[src/rtl/pointing_device_decoder_if.sv]
// Byte-stream and decoded-output bundle for the pointing device decoder.
// master: byte source / consumer side; slave: the decoder.
interface pointing_device_decoder_if;
   logic       rts;
   logic [7:0] rx_data;
   logic       rx_strobe;
   logic [7:0] device_id;
   logic       id_valid;
   logic [1:0] buttons;
   logic [7:0] dx;
   logic [7:0] dy;
   logic [9:0] cursor_x;
   logic [9:0] cursor_y;
   logic       packet_valid;
   logic       frame_error;

   modport master (
      output rts, rx_data, rx_strobe,
      input  device_id, id_valid, buttons, dx, dy,
      input  cursor_x, cursor_y, packet_valid, frame_error
   );

   modport slave (
      input  rts, rx_data, rx_strobe,
      output device_id, id_valid, buttons, dx, dy,
      output cursor_x, cursor_y, packet_valid, frame_error
   );
endinterface

[src/rtl/pointing_device_decoder.sv]
// CD-i maneuvering-device receiver: ID capture, 3-byte packet framing,
// delta decode and clamped cursor integration. Ports: clk, reset_n, bus (slave).
module pointing_device_decoder #(
   parameter int X_MAX   = 767,
   parameter int Y_MAX   = 559,
   parameter int TIMEOUT = 250000
) (
   input logic                      clk,
   input logic                      reset_n,
   pointing_device_decoder_if.slave bus
);
   localparam int CW = $clog2(TIMEOUT + 1);
   localparam logic [9:0] XM = 10'(X_MAX);
   localparam logic [9:0] YM = 10'(Y_MAX);

   typedef enum logic [1:0] {WAIT_ID, BYTE0, BYTE1, BYTE2} state_t;

   state_t        state_q, state_d;
   logic [CW-1:0] cnt_q, cnt_d;
   logic [7:0]    b0_q, b0_d;
   logic [7:0]    b1_q, b1_d;
   logic [7:0]    device_id_q, device_id_d;
   logic          id_valid_q, id_valid_d;
   logic [1:0]    buttons_q, buttons_d;
   logic [7:0]    dx_q, dx_d;
   logic [7:0]    dy_q, dy_d;
   logic [9:0]    cx_q, cx_d;
   logic [9:0]    cy_q, cy_d;
   logic          pv_q, pv_d;
   logic          fe_q, fe_d;
   logic [1:0]    tag;

   // 12-bit signed add of the sign-extended delta, then clamp to [0, mx].
   function automatic logic [9:0] clamp(
      input logic [9:0] cur,
      input logic [7:0] d,
      input logic [9:0] mx
   );
      logic signed [11:0] s;
      s = $signed({2'b00, cur}) + $signed({{4{d[7]}}, d});
      if (s < 0)
         return 10'd0;
      else if (s > $signed({2'b00, mx}))
         return mx;
      else
         return s[9:0];
   endfunction

   assign tag = bus.rx_data[7:6];

   always_comb begin
      state_d     = state_q;
      cnt_d       = cnt_q;
      b0_d        = b0_q;
      b1_d        = b1_q;
      device_id_d = device_id_q;
      id_valid_d  = id_valid_q;
      buttons_d   = buttons_q;
      dx_d        = dx_q;
      dy_d        = dy_q;
      cx_d        = cx_q;
      cy_d        = cy_q;
      pv_d        = 1'b0;
      fe_d        = 1'b0;

      if (bus.rts) begin
         state_d    = WAIT_ID;
         id_valid_d = 1'b0;
         cnt_d      = '0;
      end else if (bus.rx_strobe) begin
         cnt_d = '0;
         case (state_q)
            WAIT_ID: begin
               device_id_d = bus.rx_data;
               id_valid_d  = 1'b1;
               state_d     = BYTE0;
            end
            BYTE0: begin
               if (tag == 2'b11) begin
                  b0_d    = bus.rx_data;
                  state_d = BYTE1;
               end else begin
                  fe_d = 1'b1;
               end
            end
            BYTE1: begin
               if (tag == 2'b10) begin
                  b1_d    = bus.rx_data;
                  state_d = BYTE2;
               end else if (tag == 2'b11) begin
                  // header byte mid-packet: restart with it as b0
                  fe_d    = 1'b1;
                  b0_d    = bus.rx_data;
                  state_d = BYTE1;
               end else begin
                  fe_d    = 1'b1;
                  state_d = BYTE0;
               end
            end
            default: begin
               if (tag == 2'b10) begin
                  buttons_d = b0_q[5:4];
                  dx_d      = {b0_q[1:0], b1_q[5:0]};
                  dy_d      = {b0_q[3:2], bus.rx_data[5:0]};
                  cx_d      = clamp(cx_q, dx_d, XM);
                  cy_d      = clamp(cy_q, dy_d, YM);
                  pv_d      = 1'b1;
                  state_d   = BYTE0;
               end else if (tag == 2'b11) begin
                  fe_d    = 1'b1;
                  b0_d    = bus.rx_data;
                  state_d = BYTE1;
               end else begin
                  fe_d    = 1'b1;
                  state_d = BYTE0;
               end
            end
         endcase
      end else if (state_q == BYTE1 || state_q == BYTE2) begin
         // inter-byte gap watchdog only while a packet is in flight
         if (cnt_q == CW'(TIMEOUT - 1)) begin
            fe_d    = 1'b1;
            state_d = BYTE0;
            cnt_d   = '0;
         end else begin
            cnt_d = cnt_q + CW'(1);
         end
      end
   end

   always_ff @(posedge clk or negedge reset_n) begin
      if (!reset_n) begin
         state_q     <= WAIT_ID;
         cnt_q       <= '0;
         b0_q        <= '0;
         b1_q        <= '0;
         device_id_q <= '0;
         id_valid_q  <= 1'b0;
         buttons_q   <= '0;
         dx_q        <= '0;
         dy_q        <= '0;
         cx_q        <= '0;
         cy_q        <= '0;
         pv_q        <= 1'b0;
         fe_q        <= 1'b0;
      end else begin
         state_q     <= state_d;
         cnt_q       <= cnt_d;
         b0_q        <= b0_d;
         b1_q        <= b1_d;
         device_id_q <= device_id_d;
         id_valid_q  <= id_valid_d;
         buttons_q   <= buttons_d;
         dx_q        <= dx_d;
         dy_q        <= dy_d;
         cx_q        <= cx_d;
         cy_q        <= cy_d;
         pv_q        <= pv_d;
         fe_q        <= fe_d;
      end
   end

   assign bus.device_id    = device_id_q;
   assign bus.id_valid     = id_valid_q;
   assign bus.buttons      = buttons_q;
   assign bus.dx           = dx_q;
   assign bus.dy           = dy_q;
   assign bus.cursor_x     = cx_q;
   assign bus.cursor_y     = cy_q;
   assign bus.packet_valid = pv_q;
   assign bus.frame_error  = fe_q;
endmodule
[src/flat_wrapper.sv]
// flat-port wrapper written by rule: the top's interface ports become plain ports
module pointing_device_decoder_flat 
#(
   parameter int X_MAX   = 767,
   parameter int Y_MAX   = 559,
   parameter int TIMEOUT = 250000
)
  (clk, reset_n, bus_rts, bus_rx_data, bus_rx_strobe, bus_device_id, bus_id_valid, bus_buttons, bus_dx, bus_dy, bus_cursor_x, bus_cursor_y, bus_packet_valid, bus_frame_error);
  pointing_device_decoder_if bus_i ();
  input logic clk;
  input logic reset_n;
  input wire logic [$bits(bus_i.rts)-1:0] bus_rts;
  input wire logic [$bits(bus_i.rx_data)-1:0] bus_rx_data;
  input wire logic [$bits(bus_i.rx_strobe)-1:0] bus_rx_strobe;
  output wire logic [$bits(bus_i.device_id)-1:0] bus_device_id;
  output wire logic [$bits(bus_i.id_valid)-1:0] bus_id_valid;
  output wire logic [$bits(bus_i.buttons)-1:0] bus_buttons;
  output wire logic [$bits(bus_i.dx)-1:0] bus_dx;
  output wire logic [$bits(bus_i.dy)-1:0] bus_dy;
  output wire logic [$bits(bus_i.cursor_x)-1:0] bus_cursor_x;
  output wire logic [$bits(bus_i.cursor_y)-1:0] bus_cursor_y;
  output wire logic [$bits(bus_i.packet_valid)-1:0] bus_packet_valid;
  output wire logic [$bits(bus_i.frame_error)-1:0] bus_frame_error;
  assign bus_i.rts = bus_rts;
  assign bus_i.rx_data = bus_rx_data;
  assign bus_i.rx_strobe = bus_rx_strobe;
  assign bus_device_id = bus_i.device_id;
  assign bus_id_valid = bus_i.id_valid;
  assign bus_buttons = bus_i.buttons;
  assign bus_dx = bus_i.dx;
  assign bus_dy = bus_i.dy;
  assign bus_cursor_x = bus_i.cursor_x;
  assign bus_cursor_y = bus_i.cursor_y;
  assign bus_packet_valid = bus_i.packet_valid;
  assign bus_frame_error = bus_i.frame_error;
  pointing_device_decoder #(.X_MAX(X_MAX), .Y_MAX(Y_MAX), .TIMEOUT(TIMEOUT)) u_core (.clk(clk), .reset_n(reset_n), .bus(bus_i));
endmodule
[config.mk]
export PLATFORM = sky130hd
export DESIGN_NAME = pointing_device_decoder_flat
export DESIGN_NICKNAME = d
export VERILOG_FILES = /design/src/rtl/pointing_device_decoder_if.sv /design/src/rtl/pointing_device_decoder.sv /design/src/flat_wrapper.sv
export SDC_FILE = /design/constraint.sdc
export NUM_CORES = 1
export LEC_CHECK = 0
export BUFFER_PORTS_ARGS = -buffer_cell sky130_fd_sc_hd__buf_2
export CAP_MARGIN = 10
export CELL_PAD_IN_SITES_DETAIL_PLACEMENT = 1
export CELL_PAD_IN_SITES_GLOBAL_PLACEMENT = 2
export CORE_MARGIN = 1.5
export CORE_UTILIZATION = 33
export CTS_CLUSTER_SIZE = 12
export DETAILED_ROUTE_END_ITERATION = 16
export PLACE_DENSITY_LB_ADDON = 0.25
export SLEW_MARGIN = 20
export SYNTH_ARGS = -nofsm -noshare
export SYNTH_HDL_FRONTEND = slang
export SYNTH_SLANG_ARGS = --single-unit
[constraint.sdc]
create_clock -name clk -period 2.8 [get_ports clk]
set_clock_uncertainty 0.2 [all_clocks]
set_input_delay 0.14 -clock clk [delete_from_list [all_inputs] [get_ports clk]]
set_output_delay 0.14 -clock clk [all_outputs]
set_load 0.02 [all_outputs]
# Word level (Yosys, flattened, before mapping)
# Cells that the tools add are included.
dict set report totals {
  ff_bits 83
  in_bits 12
}
dict set report op_classes {
  add_sub_neg 3
  magnitude_cmp 4
  n_eq_ne 8
  muxes 34
  bitwise 3
  reduce_logical 13
}
# op count
set op_table {}
lappend op_table {{$mux 18} 4}
lappend op_table {{$mux 10} 4}
lappend op_table {{$add 11x8->12} 2}
lappend op_table {{$gt 12x11->1 const B} 2}
lappend op_table {{$lt 12x1->1 const B} 2}
lappend op_table {{$add 18x1->18 const B} 1}
lappend op_table {{$eq 18x18->1 const B} 1}
lappend op_table {{$mux 2} 8}
lappend op_table {{$mux 8} 2}
lappend op_table {{$pmux 8 s2} 1}
lappend op_table {{$mux 1} 13}
lappend op_table {{$reduce_and 4->1} 3}
lappend op_table {{$eq 2x2->1 const B} 4}
lappend op_table {{$pmux 2 s3} 1}
lappend op_table {{$reduce_and 3->1} 2}
lappend op_table {{$reduce_bool 3->1} 2}
lappend op_table {{$ne 4x3->1 const B} 1}
lappend op_table {{$reduce_bool 2->1} 2}
lappend op_table {{$not 1->1} 3}
lappend op_table {{$reduce_or 3->1} 1}
lappend op_table {{$eq 2x1->1 const B} 1}
lappend op_table {{$logic_not 2->1} 1}
lappend op_table {{$ne 2x2->1 const B} 1}
lappend op_table {{$pmux 1 s2} 1}
lappend op_table {{other kinds (2)} 2}

# Longest topological paths before layout
# Gate-level depths: netlist (run 1).
dict set report logic_depth {
  word_depth 6
  depth_mapped 10
  depth_no_buf 10
}

# Worst setup path after synthesis (run 1)
# OpenSTA, ideal clock, no wires.
dict set report synth_path {
  kind {reg2reg}
  from {register u_core.cx_q[0], in the netlist u_core.bus.cursor_x[0]}
  to {register u_core.cx_q[2], in the netlist u_core.bus.cursor_x[2]}
  setup_time_ns 0.150
  t_arrival_ns 2.393
  t_required_ns 2.450
  path_slack_ns 0.056
  stages_incl_launch_ff 11
  path_buffers 0
  synth_period_minus_slack_ns 2.744
  cell_sequence {dfrtp_1 ha_1 inv_1 fa_1 nand2b_1 a21oi_2 o21a_2 nor2_4 o31ai_4 mux2i_2 a311oi_1}
}
dict set report synth_via {
  elab_chain_len 4
  elab_cells_between_ends 5
}
# element line
set synth_rtl {}
lappend synth_rtl {{start: declaration} pointing_device_decoder.sv:27} ;# logic [9:0] cx_q, cx_d;
lappend synth_rtl {{start signal: assignment} pointing_device_decoder.sv:142} ;# cx_q <= '0;
lappend synth_rtl {{start signal: assignment} pointing_device_decoder.sv:156} ;# cx_q <= cx_d;
lappend synth_rtl {{$add 11x8->12 *} pointing_device_decoder.sv:40} ;# s = $signed({2'b00, cur}) + $signed({{4{d[7]}}, d});
lappend synth_rtl {{$gt 12x11->1} pointing_device_decoder.sv:43} ;# else if (s > $signed({2'b00, mx}))
lappend synth_rtl {{$mux 10} pointing_device_decoder.sv:43}
lappend synth_rtl {{$mux 10 *} pointing_device_decoder.sv:41} ;# if (s < 0)
# Mark *: on every way between the ends. The rest lies on a longest branch, timed or not.
# A chain may end at the register's enable or synchronous reset.

# Worst setup path after layout (run 1)
dict set report layout_path {
  from {register u_core.b1_q[0]}
  to {register u_core.cx_q[7], in the netlist u_core.bus.cursor_x[7]}
}
dict set report layout_via {
  elab_chain_len 4
  elab_cells_between_ends 5
}
# element line
set layout_rtl {}
lappend layout_rtl {{start: declaration} pointing_device_decoder.sv:21} ;# logic [7:0] b1_q, b1_d;
lappend layout_rtl {{start signal: assignment} pointing_device_decoder.sv:136} ;# b1_q <= '0;
lappend layout_rtl {{start signal: assignment} pointing_device_decoder.sv:150} ;# b1_q <= b1_d;
lappend layout_rtl {{$add 11x8->12 *} pointing_device_decoder.sv:40}
lappend layout_rtl {{$gt 12x11->1} pointing_device_decoder.sv:43}
lappend layout_rtl {{$mux 10} pointing_device_decoder.sv:43}
lappend layout_rtl {{$mux 10 *} pointing_device_decoder.sv:41}
# Marks and branches as above.

==> out/metrics.cfg, run 1 <==
[outcome]
outcome=completed

[cts]
cts.path.max_buffers=2
cts_root_buf=clkbuf_16
insertion_delay_ns=0.35
cts_max_level=3
clkTransAtPathRegs_ns=0.06
cts_buffers=9
cts.sinks=81
cts_tree=done

[timing]
fin_crit_ns=2.68
fmax_mhz=373
finalSetupTns_ns=0
finalSetupViolations=0
worst_pin_slew_ns=0.660
slew_headroom_pct=55.8
finalHoldViolations=0
min_period_over_period_pct=95.9
slew_viol_final=0

[pwr]
total_power_w=0.00315
p_leak_nw=2.81
irDropWorstVdd_mv=0.352
p_per_area_nw_per_um2=551

[worst_setup_path]
path_class=flip-flop to flip-flop
crit_fanout=8
r2r_start=u_core.b1_q[0]$_DFFE_PN0P_
cp.required_ns=2.82
rr_worst_depth=11
critPathLaunch=u_core.b1_q[0]$_DFFE_PN0P_
r2r-end=u_core.bus.cursor_x[7]$_DFFE_PN0P_
r2r_slack_ns=0.12
slowest_delay_ns=0.38
end_kind=flip-flop
critical_path_arrival_ns=2.70
cp_num_buf_inv=2
critPathTopFamily=compound AO/OA/AOI/OAI gates
path_cells=ha_1 -> inv_1 -> fa_2 -> nand2b_4 -> a21oi_4 -> o21a_2 -> nor2_4 -> o31ai_4 -> mux2i_4 -> buf_12 -> a311oi_2
critPathSlowestCell=dfrtp_1
cp-start-kind=flip-flop

[finish]
nNetsFinal=601
multiInputGateArea_um2=2520
drive_gt1_share_pct=26.2
register_area_um2=2030
nFillCells=1612
finalInstanceArea_um2=5710
area_growth_pct=23.7
antenna_cells=0
fin_util_pct=41.5

[place]
gp_congestion=0.805
dp_hpwl_mm=9.41
place_area_um2=5220
portBuffers=60

[min_path]
min_to=u_core.bus.dy[0]$_DFFE_PN0P_
hold_depth=4
min_from=bus_rx_data[0]
hold_class=input pin to flip-flop

[drt]
viasPerCell=5.15
first_iter_violations=185
detail-route-antenna-nets=0
firstDrtPassIters=4
dr_total_vias=3860
remaining_drc_errors=0
post_drt_wl_per_cell_um=17.5
wirelength_mm=13.1

[global_route]
grt.overflow.total=0
track_usage_pct=19.0
antenna_found_initial=0
grt_max_degree=44
grt_pass1_wl_mm=21.5
first_global_vias=4135

[logic_synthesis]
synth.distinct_cells=66
yosysWarnings=0
synth-seq-cells=81
synthArstFlopShare_pct=100
syn_inst=477
syn_area_per_cell_um2=9.68
ys_seq_area_share_pct=43.9
synth_nets=514
synth_edf_count=0
yosys_most_used_dff=dfrtp_1
synth_area_um2=4620

[floorplanning]
rows=43
die_w_um=121
die_area_um2=14700
die_h_um=121
boundaryPins=61
core_um2=13800
initial_utilization_pct=33.5

[flow_run]
cap_violations=0

[cell usage in the layout, fill, tap and decap left out, drive strengths merged, types with 16 or more instances in the layout]
| cell | instances |
|---|---|
| xnor2 | 16 |
| ha | 23 |
| inv | 21 |
| nor2 | 40 |
| mux2 | 20 |
| buf | 80 |
| o21ai | 30 |
| nand2 | 71 |
| a21oi | 30 |
| dfrtp | 81 |
| nand3 | 16 |
[sequential cells by signal, summed over array words and instances, names as in the netlist]
name                     cells
u_core.bus.dx                8
u_core.bus.dy                8
u_core.bus.id_valid          1
u_core.bus.buttons           2
u_core.b0_q                  6
u_core.bus.cursor_x         10
u_core.bus.frame_error       1
u_core.cnt_q                18
u_core.bus.packet_valid      1
u_core.bus.cursor_y         10
u_core.state_q               2
u_core.bus.device_id         8
u_core.b1_q                  6
[per-stage QoR]
step | hold WS, ns | cells | setup WS [ns]
2_1_floorplan | -0.356 | 477 | 0.0563
3_3_place_gp | -0.0282 | 720 | 0.0841
3_5_place_dp | -0.0138 | 720 | -0.00110
4_1_cts | 0.0136 | 746 | 0.00311
5_1_grt | 0.0325 | 749 | -0.0232
6_report | 0.00760 | 749 | 0.116
[final cells by class]
type / count / share of cell area, %
clock inverter: 4 / 0.460
multi-input combinational: 361 / 44.2
inverter: 21 / 1.38
clock buffer: 12 / 4.66
sequential: 81 / 35.5
tap: 180 / 3.94
timing repair buffer: 90 / 9.90
[tightest hold or removal path: stages]
cell,delay [ns]
buf_2,0.13
buf_4,0.16
nand2_1,0.05
nand2_1,0.05
[where the power goes]
part           switching [W]  total [W]  internal, W
registers          0.0000577    0.00129      0.00123
clock network       0.000501    0.00117     0.000672
logic               0.000398   0.000684     0.000286
total               0.000956    0.00315      0.00219
[timing repair]
item / CTS / global route
gates resized for setup: 1 / 11
hold buffers: 10 / 0
hold endpoints to repair: 65 / 0
pin swaps: 1 / 3
buffers inserted: 0 / 3
setup endpoints to repair: 8 / 14
[synth_stat cells (4+ instances only)]
cell,instances,area share (%)
dfrtp_1,81,44
nand2_1,71,5.8
nor2_1,38,3.1
a21oi_1,28,3.0
o21ai_0,27,2.9
ha_1,23,6.2
mux2_2,20,4.9
inv_1,19,1.5
xnor2_1,16,3.0
nand3_1,15,1.6
clkbuf_1,9,0.73
a21o_1,8,1.3
a311oi_1,8,1.5
and3_1,8,1.1
xor2_1,8,1.5
nor3_1,6,0.65
o31ai_1,6,0.98
nand2b_1,5,0.68
a31oi_1,4,0.54
nor2b_1,4,0.54
o21a_1,4,0.65
o22ai_1,4,0.54
[kinds of logic after synthesis]
logic type                 after synthesis  synth area share, %
AOI/OAI and AO/OA                      126                 19.7
xor gates and xnor gates                24                 4.55
adders and majority gates               25                 7.10
buffers and inverters                   35                 2.93
DFF                                     81                 43.9
muxes                                   23                 5.61
and+or+nand+nor                        163                 16.3
[metal layers]
layer	GRT usage (%)	up-vias	share of wire [%]
li1	-	1873	-
met1	24.5	1909	46
met2	31.5	64	48
met3	4.70	14	4.2
met4	5.66	0	1.3
met5	0	-	0
[how the worst max path moves through the flow]
stage / end / cells past startpoint
after floorplan: u_core.bus.cursor_x[2]$_DFFE_PN0P_ / 10
after global placement: u_core.bus.cursor_x[0]$_DFFE_PN0P_ / 10
after detailed placement: u_core.bus.cursor_x[3]$_DFFE_PN0P_ / 10
after CTS: u_core.bus.cursor_x[3]$_DFFE_PN0P_ / 10
final: u_core.bus.cursor_x[7]$_DFFE_PN0P_ / 11
after global routing: u_core.bus.cursor_x[4]$_DFFE_PN0P_ / 11
Note: power is estimated with default switching activity, not from simulation.
==> run 2, diff against run 1 <==
--- a/config.mk
+++ b/config.mk
@@ -6,7 +6,6 @@
 export NUM_CORES = 1
 export LEC_CHECK = 0
 export BUFFER_PORTS_ARGS = -buffer_cell sky130_fd_sc_hd__buf_2
-export CAP_MARGIN = 10
 export CELL_PAD_IN_SITES_DETAIL_PLACEMENT = 1
 export CELL_PAD_IN_SITES_GLOBAL_PLACEMENT = 2
 export CORE_MARGIN = 1.5
==> constraint.sdc (replaced) <==
create_clock -name clk -period 2.8 [get_ports clk]
set_clock_uncertainty 0.2 [all_clocks]
set_input_delay 0.28 -clock clk [delete_from_list [all_inputs] [get_ports clk]]
set_output_delay 0.28 -clock clk [all_outputs]
set_load 0.02 [all_outputs]
==> run 2 against run 1 <==
First-iteration DRC count rose by 6.5%. Cell area is 1.7% lower. Worst hold slack better by 0.024 ns. Clock-buffer cell count shrank 3. Die area stayed put. Critical endpoint is now u_core.bus.cursor_x[8]$_DFFE_PN0P_. Largest cell class unchanged. Largest power group unchanged.
==> out/metrics.cfg, run 2 (synthesis gave the netlist of run 1 again) <==
[outcome]
outcome=completed

[floorplanning]
rows=43  ; unchanged
boundaryPins=61  ; unchanged
die_h_um=121  ; unchanged
die_w_um=121  ; unchanged
die_area_um2=14700  ; unchanged
core_um2=13800  ; unchanged
initial_utilization_pct=33.5  ; unchanged

[drt]
remaining_drc_errors=0  ; unchanged
post_drt_wl_per_cell_um=17.9  ; +1.9%
firstDrtPassIters=4  ; unchanged
first_iter_violations=197  ; +6.5%
wirelength_mm=13.3  ; +1.1%
detail-route-antenna-nets=0  ; unchanged
dr_total_vias=3955  ; +2.5%
viasPerCell=5.32  ; +3.3%

[place]
place_area_um2=5250  ; +0.58%
gp_congestion=0.801  ; -0.46%
portBuffers=60  ; unchanged
dp_hpwl_mm=9.91  ; +5.3%

[cts]
cts.path.max_buffers=2  ; unchanged
insertion_delay_ns=0.34  ; about the same
cts_tree=done
clkTransAtPathRegs_ns=0.06  ; about the same
cts_max_level=3  ; unchanged
cts_root_buf=clkbuf_16
cts_buffers=9  ; unchanged
cts.sinks=81  ; unchanged

[finish]
final_common_cell=dfrtp_1
largest_register_ffs=18  ; unchanged
largest-register=u_core.cnt_q
drive_gt1_share_pct=26.3  ; +0.10 points
antenna_cells=0  ; unchanged
final_cell_mix=81 x dfrtp_1, 71 x nand2_1, 59 x buf_2
area_growth_pct=21.6
nNetsFinal=596  ; -0.83%
finalInstanceArea_um2=5620  ; -1.7%

[global_route]
grt.overflow.total=0  ; unchanged
antenna_found_initial=0  ; unchanged
track_usage_pct=19.1  ; +0.067 points
first_global_vias=4144  ; +0.22%
grt_pass1_wl_mm=21.9  ; +1.4%
grt_max_degree=44  ; unchanged

[worst_setup_path]
end_kind=flip-flop
critPathSlowestCell=dfrtp_1
path_class=flip-flop to flip-flop
critical_path_arrival_ns=2.71  ; about the same
cp.required_ns=2.82  ; about the same
cp_num_buf_inv=2  ; unchanged
cp-start-kind=flip-flop
crit_fanout=3  ; -5
slowest_delay_ns=0.39  ; about the same
path_cells=ha_2 -> inv_1 -> fa_2 -> nand2b_4 -> a21oi_2 -> buf_4 -> o22ai_1 -> mux2_2 -> o21ai_0 -> mux2i_1 -> a32o_1
critPathTopFamily=compound AO/OA/AOI/OAI gates

[timing]
slew_headroom_pct=57.2  ; +1.4 points
slew_viol_final=0  ; unchanged
rsz0062_at_grt=true
fin_crit_ns=2.69  ; +0.00180 ns
worst_pin_slew_ns=0.640  ; -0.0202 ns
holdWs_ns=0.0320  ; +0.0244 ns
min_period_over_period_pct=95.9  ; about the same
finalSetupViolations=0  ; unchanged
fmax_mhz=372  ; about the same
finalHoldViolations=0  ; unchanged

[pwr]
p_leak_nw=2.77  ; -1.3%
irDropWorstVdd_mv=0.260  ; -26%
p_per_area_nw_per_um2=562  ; +2.1%

[flow_run]
cap_violations=0  ; unchanged

[min_path]
hold_class=input pin to flip-flop

[run 2: final timing paths]
| check | from | end | slack [ns] | depth (start not counted) |
|---|---|---|---|---|
| max | u_core.bus.cursor_x[0]$_DFFE_PN0P_ | u_core.bus.cursor_x[8]$_DFFE_PN0P_ | 0.11 | 11 |
| min | bus_rx_data[1] | u_core.bus.device_id[1]$_DFFE_PN0P_ | 0.03 | 2 |
| max reg2reg | u_core.bus.cursor_x[0]$_DFFE_PN0P_ | u_core.bus.cursor_x[8]$_DFFE_PN0P_ | 0.11 | 11 |
| min reg2reg | u_core.bus.dx[3]$_DFFE_PN0P_ | u_core.bus.dx[3]$_DFFE_PN0P_ | 0.27 | 2 |
| max in group asynchronous | reset_n | u_core.bus.cursor_y[6]$_DFFE_PN0P_ | 1.44 | 3 |
| min in group asynchronous | reset_n | u_core.bus.dx[0]$_DFFE_PN0P_ | 0.27 | 2 |
[run 2: where the power goes]
part	switching, W	internal [W]
clock network	0.000500	0.000689
logic	0.000397	0.000284
registers	0.0000554	0.00123
[run 2: repair_timing]
action | in CTS | in global routing
endpoints found under the hold margin | 42 | 0
setup endpoints to repair | 0 | 15
hold buffers | 2 | 0
buffers inserted | 0 | 2
gates resized for setup | 0 | 8
[run 2: per-layer routing]
| metal | vias up | share of wire (%) | GRT usage (%) |
|---|---|---|---|
| met5 | - | 0 | 0 |
| met2 | 71 | 47 | 30.4 |
| li1 | 1878 | - | - |
| met3 | 19 | 3.9 | 4.75 |
| met1 | 1987 | 48 | 25.7 |
| met4 | 0 | 1.2 | 5.29 |
[run 2: final cells by class]
| type | count | area (µm²) |
|---|---|---|
| tap | 180 | 225 |
| sequential | 81 | 2030 |
| clock inverter | 6 | 67.6 |
| inverter | 21 | 78.8 |
| timing repair buffer | 85 | 495 |
| multi-input combinational | 361 | 2500 |
| clock buffer | 9 | 225 |
| fill | 1645 | 8160 |
[run 2: per-stage QoR]
step | cells | total power, W | worst slack [ns] | utilization [%] | TNS [ns]
global placement | 724 | 0.00197 | 0.156 | 38.1 | 0
floorplan | 477 | 0.00173 | 0.0563 | - | 0
finish | 743 | 0.00316 | 0.114 | 40.8 | 0
CTS | 741 | 0.00320 | 0.0548 | 40.4 | 0
detailed placement | 724 | 0.00198 | 0.0843 | 38.1 | 0
global route | 743 | 0.00332 | -0.000410 | 40.8 | -0.000410
==> run 3, diff against run 2 <==
--- a/config.mk
+++ b/config.mk
@@ -5,11 +5,12 @@
 export SDC_FILE = /design/constraint.sdc
 export NUM_CORES = 1
 export LEC_CHECK = 0
+export ABC_AREA = 1
 export BUFFER_PORTS_ARGS = -buffer_cell sky130_fd_sc_hd__buf_2
 export CELL_PAD_IN_SITES_DETAIL_PLACEMENT = 1
 export CELL_PAD_IN_SITES_GLOBAL_PLACEMENT = 2
 export CORE_MARGIN = 1.5
-export CORE_UTILIZATION = 33
+export CORE_UTILIZATION = 30
 export CTS_CLUSTER_SIZE = 12
 export DETAILED_ROUTE_END_ITERATION = 16
 export PLACE_DENSITY_LB_ADDON = 0.25
==> run 3 against run 2 <==
Worst hold slack better by 0.027 ns. Register-to-register slack better by 0.13 ns. Synthesized cell count up 31%. Power up 22%. Combinational power up 75%. Die area up 13%. Non-clock buffer count down 18. Critical endpoint is now u_core.bus.cursor_y[3]$_DFFE_PN0P_. Largest power group unchanged.
==> out/metrics.cfg, run 3 <==
[drt]
dr_total_vias=4253  ; +7.5%
viasPerCell=4.68  ; -12%
detail-route-antenna-nets=0  ; unchanged
first_iter_violations=141  ; -28%
firstDrtPassIters=4  ; unchanged
remaining_drc_errors=0  ; unchanged
wirelength_mm=14.0  ; +5.6%
post_drt_wl_per_cell_um=15.4  ; -14%

[cts]
cts_buffers=9  ; unchanged
cts_root_buf=clkbuf_16
clkTransAtPathRegs_ns=0.07  ; about the same
insertion_delay_ns=0.35  ; about the same
cts.path.max_buffers=2  ; unchanged
cts_setup_buffers=0  ; unchanged
cts_tree=done
cts_max_level=3  ; unchanged
cts.sinks=81  ; unchanged

[logic_synthesis]
synth_area_um2=4770  ; +3.3%
yosysMostFrequentCell=nand2_1
synth-seq-cells=81  ; unchanged
yosysWarnings=0  ; unchanged
synth_common_cells=212 x nand2_1, 81 x dfrtp_1, 63 x inv_1, 49 x nor2_1, 39 x nand3_1
synth_nets=661  ; +29%
synth_edf_count=0  ; unchanged
ys_seq_area_share_pct=42.5  ; -1.4 points
synthArstFlopShare_pct=100  ; unchanged
synth_area_leader_cell=dfrtp_1
yosys_most_used_dff=dfrtp_1
synthTopCellsByArea=dfrtp_1 42%, nand2_1 17%, ha_1 6.0%
synth_top_area_share_pct=42.5  ; -1.4 points
syn_area_per_cell_um2=7.64  ; -21%
syn_inst=624  ; +31%
synth.distinct_cells=42  ; -36%

[flow_run]
cap_violations=0  ; unchanged

[timing]
min_period_over_period_pct=91.4  ; -4.5 points
fmax_mhz=391  ; +5.0%
finalSetupViolations=0  ; unchanged
holdWs_ns=0.0594  ; +0.0274 ns
slew_headroom_pct=55.5  ; -1.7 points
rsz0062_at_grt=false
slew_viol_final=0  ; unchanged
finalSetupTns_ns=0  ; unchanged
fin_crit_ns=2.56  ; -0.127 ns
finalHoldViolations=0  ; unchanged
worst_pin_slew_ns=0.667  ; +0.0275 ns

[place]
dp_hpwl_mm=10.8  ; +8.6%
gp_congestion=0.808  ; +0.85%
portBuffers=60  ; unchanged

[worst_setup_path]
critPathSlowestCell=fa_1
end_kind=flip-flop
cp.required_ns=2.85  ; +0.03 ns
cp.depth=15  ; +4
critPathTopFamily=simple AND/OR/NAND/NOR gates
r2r_slack_ns=0.24  ; +0.13 ns
path_class=flip-flop to flip-flop
crit_fanout=9  ; +6
cp_num_buf_inv=2  ; unchanged
critPathLaunch=u_core.bus.cursor_y[0]$_DFFE_PN0P_
crit_top_cell=nand2_1
rr_worst_depth=15  ; +4
r2r-end=u_core.bus.cursor_y[3]$_DFFE_PN0P_
r2r_start=u_core.bus.cursor_y[0]$_DFFE_PN0P_
path_cells=ha_1 -> inv_1 -> fa_1 -> inv_1 -> nand3_1 -> nand3_1 -> nand2_1 -> nand2_1 -> nand2_1 -> nand2_1 -> nand3_1 -> nand2_2 -> nand3_1 -> nand2_1 -> nand2_1
cp-start-kind=flip-flop
endpoint=u_core.bus.cursor_y[3]$_DFFE_PN0P_
slowest_delay_ns=0.41  ; +0.02 ns
critical_path_arrival_ns=2.61  ; -0.10 ns

[pwr]
total_power_w=0.00386  ; +22%
p_comb_share_pct=30.9  ; +9.3 points
p_sw_w=0.00143  ; +50%
irDropWorstVdd_mv=0.278  ; +7.2%
p_leak_nw=3.06  ; +10%
clockPowerShare_pct=32.1  ; -5.6 points
pwr-share-seq_pct=37.0  ; -3.8 points
switching_share_pct=37.0  ; +6.9 points
p_per_area_nw_per_um2=679  ; +21%
internal-power_w=0.00243  ; +10%

[min_path]
min_from=bus_rx_data[7]
hold_depth=2  ; unchanged
hold_class=input pin to flip-flop

[finish]
largest-register=u_core.cnt_q
area_growth_pct=19.2
largest_register_ffs=18  ; unchanged
final_common_cell=nand2_1
antenna_cells=0  ; unchanged
nFillCells=1923  ; +17%
final_cell_mix=212 x nand2_1, 81 x dfrtp_1, 63 x inv_1
drive_gt1_share_pct=15.9  ; -10 points
register_area_um2=2030  ; unchanged
multiInputGateArea_um2=2450  ; -1.9%
nNetsFinal=730  ; +22%

[floorplanning]
core_um2=15400  ; +12%
die_area_um2=16700  ; +13%
boundaryPins=61  ; unchanged
die_h_um=129  ; +6.4%
initial_utilization_pct=31.0  ; -2.5 points
rows=45  ; +4.7%
die_w_um=129  ; +6.4%

[outcome]
outcome=completed

[global_route]
use_met2_pct=28.2  ; -2.2 points
grt_pass1_wl_mm=23.1  ; +5.6%
use_met1_pct=26.0  ; +0.30 points
top_usage_layer=met2
first_global_vias=4451  ; +7.4%
grtUsageMet3_pct=2.64  ; -2.1 points
grt_max_degree=47  ; +6.8%
grt.overflow.total=0  ; unchanged
track_usage_pct=18.2  ; -0.88 points
antenna_found_initial=0  ; unchanged

[run 3: cell count changes after synthesis, sizes merged, moves of 10 or more]
cell   previous run  this run
xnor2            16         6
o21ai            30        40
nand3            16        42
inv              21        69
nand4             0        15
nand2            71       218
nor2             40        53
mux2             20         1
[run 3: stage by stage]
| stage | utilization (%) | instance area (µm²) | std cells | worst slack, ns |
|---|---|---|---|---|
| floorplan | - | 4770 | 624 | 0.519 |
| global placement | 34.8 | 5340 | 890 | 0.285 |
| detailed placement | 34.8 | 5340 | 890 | 0.267 |
| CTS | 37.0 | 5680 | 909 | 0.219 |
| global route | 37.0 | 5690 | 909 | 0.0142 |
| finish | 37.0 | 5690 | 909 | 0.242 |
[run 3: repair_timing]
item / 4_1_cts / 5_1_grt
setup endpoints to repair: 0 / 1
hold buffers: 3 / 0
endpoints found under the hold margin: 46 / 0
gates resized for setup: 0 / 1
[run 3: how the worst min path moves through the flow]
| stage | endpoint |
|---|---|
| floorplan | u_core.b0_q[0]$_DFFE_PN0P_ |
| global placement | u_core.bus.packet_valid$_DFF_PN0_ |
| detailed placement | u_core.bus.packet_valid$_DFF_PN0_ |
| CTS | u_core.bus.device_id[7]$_DFFE_PN0P_ |
| global route | u_core.bus.device_id[7]$_DFFE_PN0P_ |
| finish | u_core.bus.device_id[7]$_DFFE_PN0P_ |
[run 3: logic make-up after synthesis]
| logic type | Yosys count | synth area share (%) |
|---|---|---|
| buffers and inverters | 79 | 6.24 |
| AND/OR/NAND/NOR | 347 | 31.8 |
| adder cells (fa/ha/maj) | 25 | 6.87 |
| XOR/XNOR | 16 | 2.94 |
| AO/OA/AOI/OAI | 75 | 9.37 |
| multiplexers | 1 | 0.236 |
| flip-flops | 81 | 42.5 |
[run 3: power by group through the flow]
stage	sequential, W	combinational [W]	clock, W
floorplan	0.00153	0.000726	0
global placement	0.00144	0.00118	0
detailed placement	0.00145	0.00120	0
CTS	0.00143	0.00121	0.00128
global route	0.00145	0.00135	0.00132
finish	0.00143	0.00119	0.00124
[run 3: routing by layer]
layer	routed length (µm)	part of all wire [%]
met1	7110	51
met2	6210	44
met3	494	3.5
met4	197	1.4
met5	0	0
[run 3: cell type report]
type / count / area share, %
well taps: 211 / 4.64
clock buffers: 11 / 4.27
clock inverters: 5 / 1.14
inverters: 70 / 4.62
flip-flops and latches: 81 / 35.7
repair buffers: 67 / 6.60
multi-input cells: 464 / 43.1
